`config.mk`:
```
export PLATFORM = sky130hd
export DESIGN_NAME = mips_reg_file_gen
export DESIGN_NICKNAME = d
export VERILOG_FILES = /design/src/rtl/mips_pkg.sv /design/src/rtl/mips_reg_scoreboard.sv /design/src/rtl/mips_reg_file_gen.sv
export SDC_FILE = /design/constraint.sdc
export NUM_CORES = 2
export LEC_CHECK = 0
export ABC_CLOCK_PERIOD_IN_PS = 6550
export CAP_MARGIN = 20
export CORE_MARGIN = 8
export CORE_UTILIZATION = 41
export DETAILED_ROUTE_END_ITERATION = 16
export PLACE_DENSITY = 0.54
export REMOVE_ABC_BUFFERS = 1
export SYNTH_ARGS = -nofsm -noshare
export SYNTH_HDL_FRONTEND = slang
export SYNTH_SLANG_ARGS = --single-unit
```
`constraint.sdc`:
```
create_clock -name CLK -period 6.55 [get_ports CLK]
set_clock_uncertainty 0.15 [all_clocks]
set_input_delay 1.31 -clock CLK [delete_from_list [all_inputs] [get_ports CLK]]
set_output_delay 1.31 -clock CLK [all_outputs]
set_load 0.005 [all_outputs]
```
`src/rtl/mips_pkg.sv`:
```
// rtl/mips_pkg.sv - shared constants and types for the MIPS register file
package mips_pkg;

  localparam int REG_ZERO       = 0;
  localparam int REG_V0         = 2;
  localparam int DEFAULT_DATA_W = 32;
  localparam int DEFAULT_ADDR_W = 5;

  typedef logic [DEFAULT_ADDR_W-1:0] reg_addr_t;

endpackage

```
`src/rtl/mips_reg_scoreboard.sv`:
```
// rtl/mips_reg_scoreboard.sv - pending-write bits for the GPRs and HI/LO
// A reserve issued in the same cycle as a write-back wins: a new producer is in flight.
module mips_reg_scoreboard
  import mips_pkg::*;
#(
  parameter int NUM_REGS = 32,
  parameter int ADDR_W   = $clog2(NUM_REGS),
  parameter int BYPASS   = 1
) (
  input  logic              CLK,
  input  logic              rst,
  input  logic [ADDR_W-1:0] raddr1,
  input  logic [ADDR_W-1:0] raddr2,
  input  logic              we,
  input  logic [ADDR_W-1:0] waddr,
  input  logic              rsv_en,
  input  logic [ADDR_W-1:0] rsv_addr,
  input  logic              hilo_we,
  input  logic              hilo_rsv,
  output logic              rbusy1,
  output logic              rbusy2,
  output logic              hilo_busy
);

  localparam logic [ADDR_W-1:0] ZERO_A = ADDR_W'(REG_ZERO);

  logic [NUM_REGS-1:0] pending_q;
  logic [NUM_REGS-1:0] pending_d;
  logic                hilo_busy_q;
  logic                hilo_busy_d;
  logic                hit1;
  logic                hit2;

  always_comb begin
    pending_d   = pending_q;
    hilo_busy_d = hilo_busy_q;
    if (we && (waddr != ZERO_A)) begin
      pending_d[waddr] = 1'b0;
    end
    if (rsv_en && (rsv_addr != ZERO_A)) begin
      pending_d[rsv_addr] = 1'b1;
    end
    if (hilo_we) begin
      hilo_busy_d = 1'b0;
    end
    if (hilo_rsv) begin
      hilo_busy_d = 1'b1;
    end
    if (rst) begin
      pending_d   = '0;
      hilo_busy_d = 1'b0;
    end
  end

  always_ff @(posedge CLK) begin
    pending_q   <= pending_d;
    hilo_busy_q <= hilo_busy_d;
  end

  // A forwarded write satisfies the reader this cycle, so it must not stall.
  assign hit1 = (BYPASS != 0) && we && (waddr == raddr1);
  assign hit2 = (BYPASS != 0) && we && (waddr == raddr2);

  assign rbusy1    = ((raddr1 == ZERO_A) || hit1) ? 1'b0 : pending_q[raddr1];
  assign rbusy2    = ((raddr2 == ZERO_A) || hit2) ? 1'b0 : pending_q[raddr2];
  assign hilo_busy = ((BYPASS != 0) && hilo_we) ? 1'b0 : hilo_busy_q;

endmodule

```
`src/rtl/mips_reg_file_gen.sv`:
```
// rtl/mips_reg_file_gen.sv - parametrised MIPS GPR file with HI/LO, bypass and scoreboard
// Register 0 has no storage; the array starts at index 1.
module mips_reg_file_gen
  import mips_pkg::*;
#(
  parameter int DATA_W   = DEFAULT_DATA_W,
  parameter int NUM_REGS = 32,
  parameter int ADDR_W   = $clog2(NUM_REGS),
  parameter int BYPASS   = 1
) (
  input  logic              CLK,
  input  logic              rst,
  input  logic [ADDR_W-1:0] raddr1,
  input  logic [ADDR_W-1:0] raddr2,
  output logic [DATA_W-1:0] rdata1,
  output logic [DATA_W-1:0] rdata2,
  output logic              rbusy1,
  output logic              rbusy2,
  input  logic              we,
  input  logic [ADDR_W-1:0] waddr,
  input  logic [DATA_W-1:0] wdata,
  input  logic              rsv_en,
  input  logic [ADDR_W-1:0] rsv_addr,
  input  logic              hilo_we,
  input  logic [DATA_W-1:0] hi_in,
  input  logic [DATA_W-1:0] lo_in,
  output logic [DATA_W-1:0] hi_out,
  output logic [DATA_W-1:0] lo_out,
  output logic              hilo_busy,
  input  logic              hilo_rsv,
  output logic [DATA_W-1:0] register_v0
);

  localparam logic [ADDR_W-1:0] ZERO_A = ADDR_W'(REG_ZERO);

  logic [DATA_W-1:0] regs_q [1:NUM_REGS-1];
  logic [DATA_W-1:0] regs_d [1:NUM_REGS-1];
  logic [DATA_W-1:0] hi_q;
  logic [DATA_W-1:0] hi_d;
  logic [DATA_W-1:0] lo_q;
  logic [DATA_W-1:0] lo_d;
  logic [DATA_W-1:0] stored1;
  logic [DATA_W-1:0] stored2;
  logic              fwd1;
  logic              fwd2;

  always_comb begin
    regs_d = regs_q;
    hi_d   = hi_q;
    lo_d   = lo_q;
    if (rst) begin
      for (int i = 1; i < NUM_REGS; i++) begin
        regs_d[i] = '0;
      end
      hi_d = '0;
      lo_d = '0;
    end else begin
      if (we && (waddr != ZERO_A)) begin
        regs_d[waddr] = wdata;
      end
      if (hilo_we) begin
        hi_d = hi_in;
        lo_d = lo_in;
      end
    end
  end

  always_ff @(posedge CLK) begin
    regs_q <= regs_d;
    hi_q   <= hi_d;
    lo_q   <= lo_d;
  end

  assign stored1 = (raddr1 == ZERO_A) ? '0 : regs_q[raddr1];
  assign stored2 = (raddr2 == ZERO_A) ? '0 : regs_q[raddr2];

  assign fwd1 = (BYPASS != 0) && we && (waddr == raddr1) && (raddr1 != ZERO_A);
  assign fwd2 = (BYPASS != 0) && we && (waddr == raddr2) && (raddr2 != ZERO_A);

  assign rdata1 = fwd1 ? wdata : stored1;
  assign rdata2 = fwd2 ? wdata : stored2;

  assign hi_out = ((BYPASS != 0) && hilo_we) ? hi_in : hi_q;
  assign lo_out = ((BYPASS != 0) && hilo_we) ? lo_in : lo_q;

  // The harness wants the committed v0, never the forwarded value.
  assign register_v0 = regs_q[REG_V0];

  mips_reg_scoreboard #(
    .NUM_REGS(NUM_REGS),
    .ADDR_W  (ADDR_W),
    .BYPASS  (BYPASS)
  ) u_scoreboard (
    .CLK      (CLK),
    .rst      (rst),
    .raddr1   (raddr1),
    .raddr2   (raddr2),
    .we       (we),
    .waddr    (waddr),
    .rsv_en   (rsv_en),
    .rsv_addr (rsv_addr),
    .hilo_we  (hilo_we),
    .hilo_rsv (hilo_rsv),
    .rbusy1   (rbusy1),
    .rbusy2   (rbusy2),
    .hilo_busy(hilo_busy)
  );

endmodule

```
==> reports/results.env <==
SLEW_VIOL_FINAL=0
SYN_INST=6433
HPWLAFTERDP_MICRONS=137400
FINAL_INSTANCE_COUNT_WITHOUT_FILLER_CELLS=8226
DIE_W_MICRONS=384.6
ANTENNA_VIOLATING_NETS_POST_ROUTE=0
WIRELENGTH_MICRONS=225000
CRITICAL_PATH.SLOWEST_CELL='clkdlybuf4s50_1'
PIN_COUNT=285
POST_CTS_RESIZED=0
WHS_ENDPOINT='regs_q[177]$_SDFFE_PP0P_'
DIE_H_MICRONS=384.6
SYNTHESIS.AREA_PER_INSTANCE_SQ_UM=8.658
HP-START='regs_q[177]$_SDFFE_PP0P_'
WORST_SLEW_MARGIN_REL_PCT=19.59
SYNTH-EDFF-COUNT=0
START_UTIL_PCT=41.22
SETUP_VIOL=0
FINAL_UTIL_PCT=47.52
P_PER_AREA_mW_PER_MM2=244.7
BUFFER_TYPE_AT_THE_CLOCK_TREE_ROOT='clkbuf_16'
DRTPASS1ITERATIONS=6
WORST_IR_DROP_VDD_V=0.0002064
AREA_GROWTH_PCT=15.29
OUTCOME='finished, final reports clean'
POWER_LEAKAGE_nW=21.38
SYN_AREA_SQ_MM=0.05570
MIN_PATH_CELLS=2
CRITPATHREQUIREDTIME_NS=5.09
FINAL-HOLD-VIOLATION-COUNT=0
VIA_COUNT_OF_THE_FIRST_GLOBAL_ROUTING_PASS=47730
FINAL_CELL_AREA_SQ_MM=0.06421
CTS.HTREE.LEVELS=4
FIN_TOTAL_PWR_mW=15.71
WORSTSKEWPAIRLATENCY_NS=0.77
CTS_INSERTED_BUFFERS=130
GRT_MAX_DEGREE=194
NETS_FINISH=6472
GPL.FINAL_WEIGHTED_CONGESTION=0.8635
TIMING_LIMITED_MAXIMUM_FREQUENCY_GHz=0.1626
CLK_PATH_BUF_DEPTH=3
NUMPLACEDINSTANCES=7996
SYNTH-WARNING-COUNT=0
HOLDCRITPATHCLASS='reg -> reg'
WORSTPATHCELLLIST='clkdlybuf4s50_1 > or2_1 > buf_12 > nor4_1 > o21bai_4 > buf_12 > a211o_1 > o21ai_1 > clkdlybuf4s50_1'
MET2_ROUTED_WIRELENGTH_MICRONS=99680
WORST_EP_ARRIVAL_TIME_NS=4.69
CTS_HOLD_BUFFERS_ADDED=0
CLKSINKCOUNT=1089
PORT-BUFFER-COUNT=284
FP.DIEAREA_SQ_MM=0.1479
CATEGORY_OF_THE_WORST_SETUP_PATH_CAPTURE_POINT='primary output'
RRSETUPSLACK_NS=5.50
WORST-PATH-MAX-FANOUT=31
CRITPATHLAUNCHTYPE='input port'
VIA_COUNT=49638
VIA_PER_INST=6.034
TIMING.FINAL.WS_SETUP_NS=0.3983
DRT-INITIAL-DRC-COUNT=5854
DP_SLACK_NS=0.5749
PERIOD_MINUS_SLACK_NS=6.152
POST_CTS_BUFFERS=0
ROW_COUNT=135
WORST-SLEW-PIN-TRANSITION_NS=1.206
ANTENNA_FOUND_INITIAL=3
GLOBALROUTETOTALUTIL_PCT=29.57
DRC_ERRORS=0
CELL_AREA_AFTER_PLACEMENT_SQ_MM=0.05985
FIN_HOLD_WS_NS=0.3133
GRT.OVERFLOW.TOTAL=0
CP_SLOWEST_STAGE_DELAY_NS=0.76
CRITICAL_PATH_BUF_INV_COUNT=4
GRT_FIRST_PASS_WIRELENGTH_MICRONS=326900
GRT_SETUP_UNREPAIRED='false'
FLOORPLAN.CORE_AREA_SQ_MM=0.1351
SYNTH-SEQ-CELLS=1089
PERIOD_UTILIZATION_POST_ROUTE_PCT=93.92
SYNTHDISTINCTLIBCELLS=49
TIMING.CRITICAL_PATH.FROM='raddr1[3]'
DRIVE_ABOVE_1_SHARE_PCT=15.98
TOP_LAYER_USED='met5'
REGTOREGSTARTPOINT='register_v0[19]$_SDFFE_PP0P_'
FRACTION_OF_SYNTHESIS_FLOPS_USING_AN_ASYNCHRONOUS_SET_OR_RESET_PIN_PCT=0
TOTALNEGATIVESETUPSLACK_NS=0
DR_WL_MET3_MICRONS=21310
ROUTEDWLPERCELL_MICRONS=27.35
DRV.MAX_CAP_VIOLATION_COUNT=0
WORSTREG2REGEND='register_v0[19]$_SDFFE_PP0P_'
TRITONCTS_CLOCK_TREE='yes'
CRITICAL_PATH_CLASS='in -> out'
SYNTHFLOPTYPE='dfxtp_1'
CTS.REPORTEDPATHS.CLKPINSLEW_NS=0.06
DETAIL_ROUTE.WIRELENGTH.MET1_MICRONS=93010
PATH_DELAY_FAMILY='buffers and inverters'
SYNTH_SEQ_AREA_SHARE_PCT=39.14
TIMING.REG2REG.WORST_PATH_DEPTH=2
## worst register-to-register path: stages, from the launching register on
cell	delay [ns]
dfxtp_1	0.58
nand2_1	0.09
a21oi_1	0.16
## per-layer routing
metal	track usage (%)	vias to the layer above
met2	45.39	2551
li1	-	22117
met3	6.442	513
met1	39.61	24455
met4	14.12	2
met5	0	-
## layout make-up
class,instances,area (sq um)
Multi-Input combinational cell,4640,31100
Tap cell,1781,2228
Antenna cell,1,2.502
Inverter,1,6.256
Fill cell,12951,70920
Sequential cell,1089,21800
Clock inverter,32,332.8
Timing Repair Buffer,488,4780
Clock buffer,194,3963
## power breakdown
part           internal (mW)  leakage (nW)  switching, mW
clock                   4.40          2.13           3.01
combinational          0.577          10.5          0.989
sequential              6.69          8.79         0.0398
## cell usage in the layout, fill, tap and decap left out, types with 6 or more instances in the layout
cell	count
clkbuf_1	25
nor2_4	30
nand3_1	7
nor2b_1	78
a221o_1	30
clkinv_2	19
dfxtp_1	1089
nor2_1	106
xnor2_1	10
o21ai_1	61
a211oi_1	38
bufinv_16	6
o22ai_1	62
mux4_2	396
clkdlybuf4s50_1	272
mux2i_1	321
nand2_2	33
mux2_2	134
a211o_1	30
buf_4	173
a2111oi_0	29
nand2_1	2060
a22oi_1	33
buf_12	32
clkbuf_8	32
o21ai_0	60
clkbuf_16	137
a21oi_1	1058
## worst max path at each step
stage	to	slack (ns)	cells after the start
finish	rdata1[24]	0.40	9
global route	rdata1[26]	0.48	9
CTS	rdata1[24]	0.56	9
detailed placement	rdata1[24]	0.57	9
global placement	rdata1[24]	0.56	9
floorplan	rdata1[0]	0.82	4
## cell families after synthesis
| group | share of synthesized area (%) |
|---|---|
| and+or+nand+nor | 16.55 |
| AOI/OAI and AO/OA | 13.99 |
| DFF | 39.14 |
| muxes | 24.49 |
| buffers and inverters | 5.668 |
| xor gates and xnor gates | 0.1572 |
## synth_stat cells (32+ instances only)
library cell	n	area, sq um
a22oi_1	33	247.7
o22ai_1	62	387.9
o21ai_0	60	300.3
a211oi_1	38	285.3
nor2b_1	81	506.7
o21ai_1	61	305.3
mux4_2	396	8919
buf_2	178	890.9
nor2_1	129	484.2
clkbuf_1	425	1595
nand2_1	2093	7856
a21oi_1	1058	5295
mux2i_1	321	3213
buf_4	56	420.4
a2111oi_0	32	280.3
mux2_2	134	1509
dfxtp_1	1089	21800
## state kept, by name, summed over array words and instances, names as in the netlist
register / cells
hi_q: 32
lo_q: 32
register_v0: 32
regs_q: 960
u_scoreboard.hilo_busy_q: 1
u_scoreboard.pending_q: 32
No activity file was read; power rests on OpenSTA's default activity.
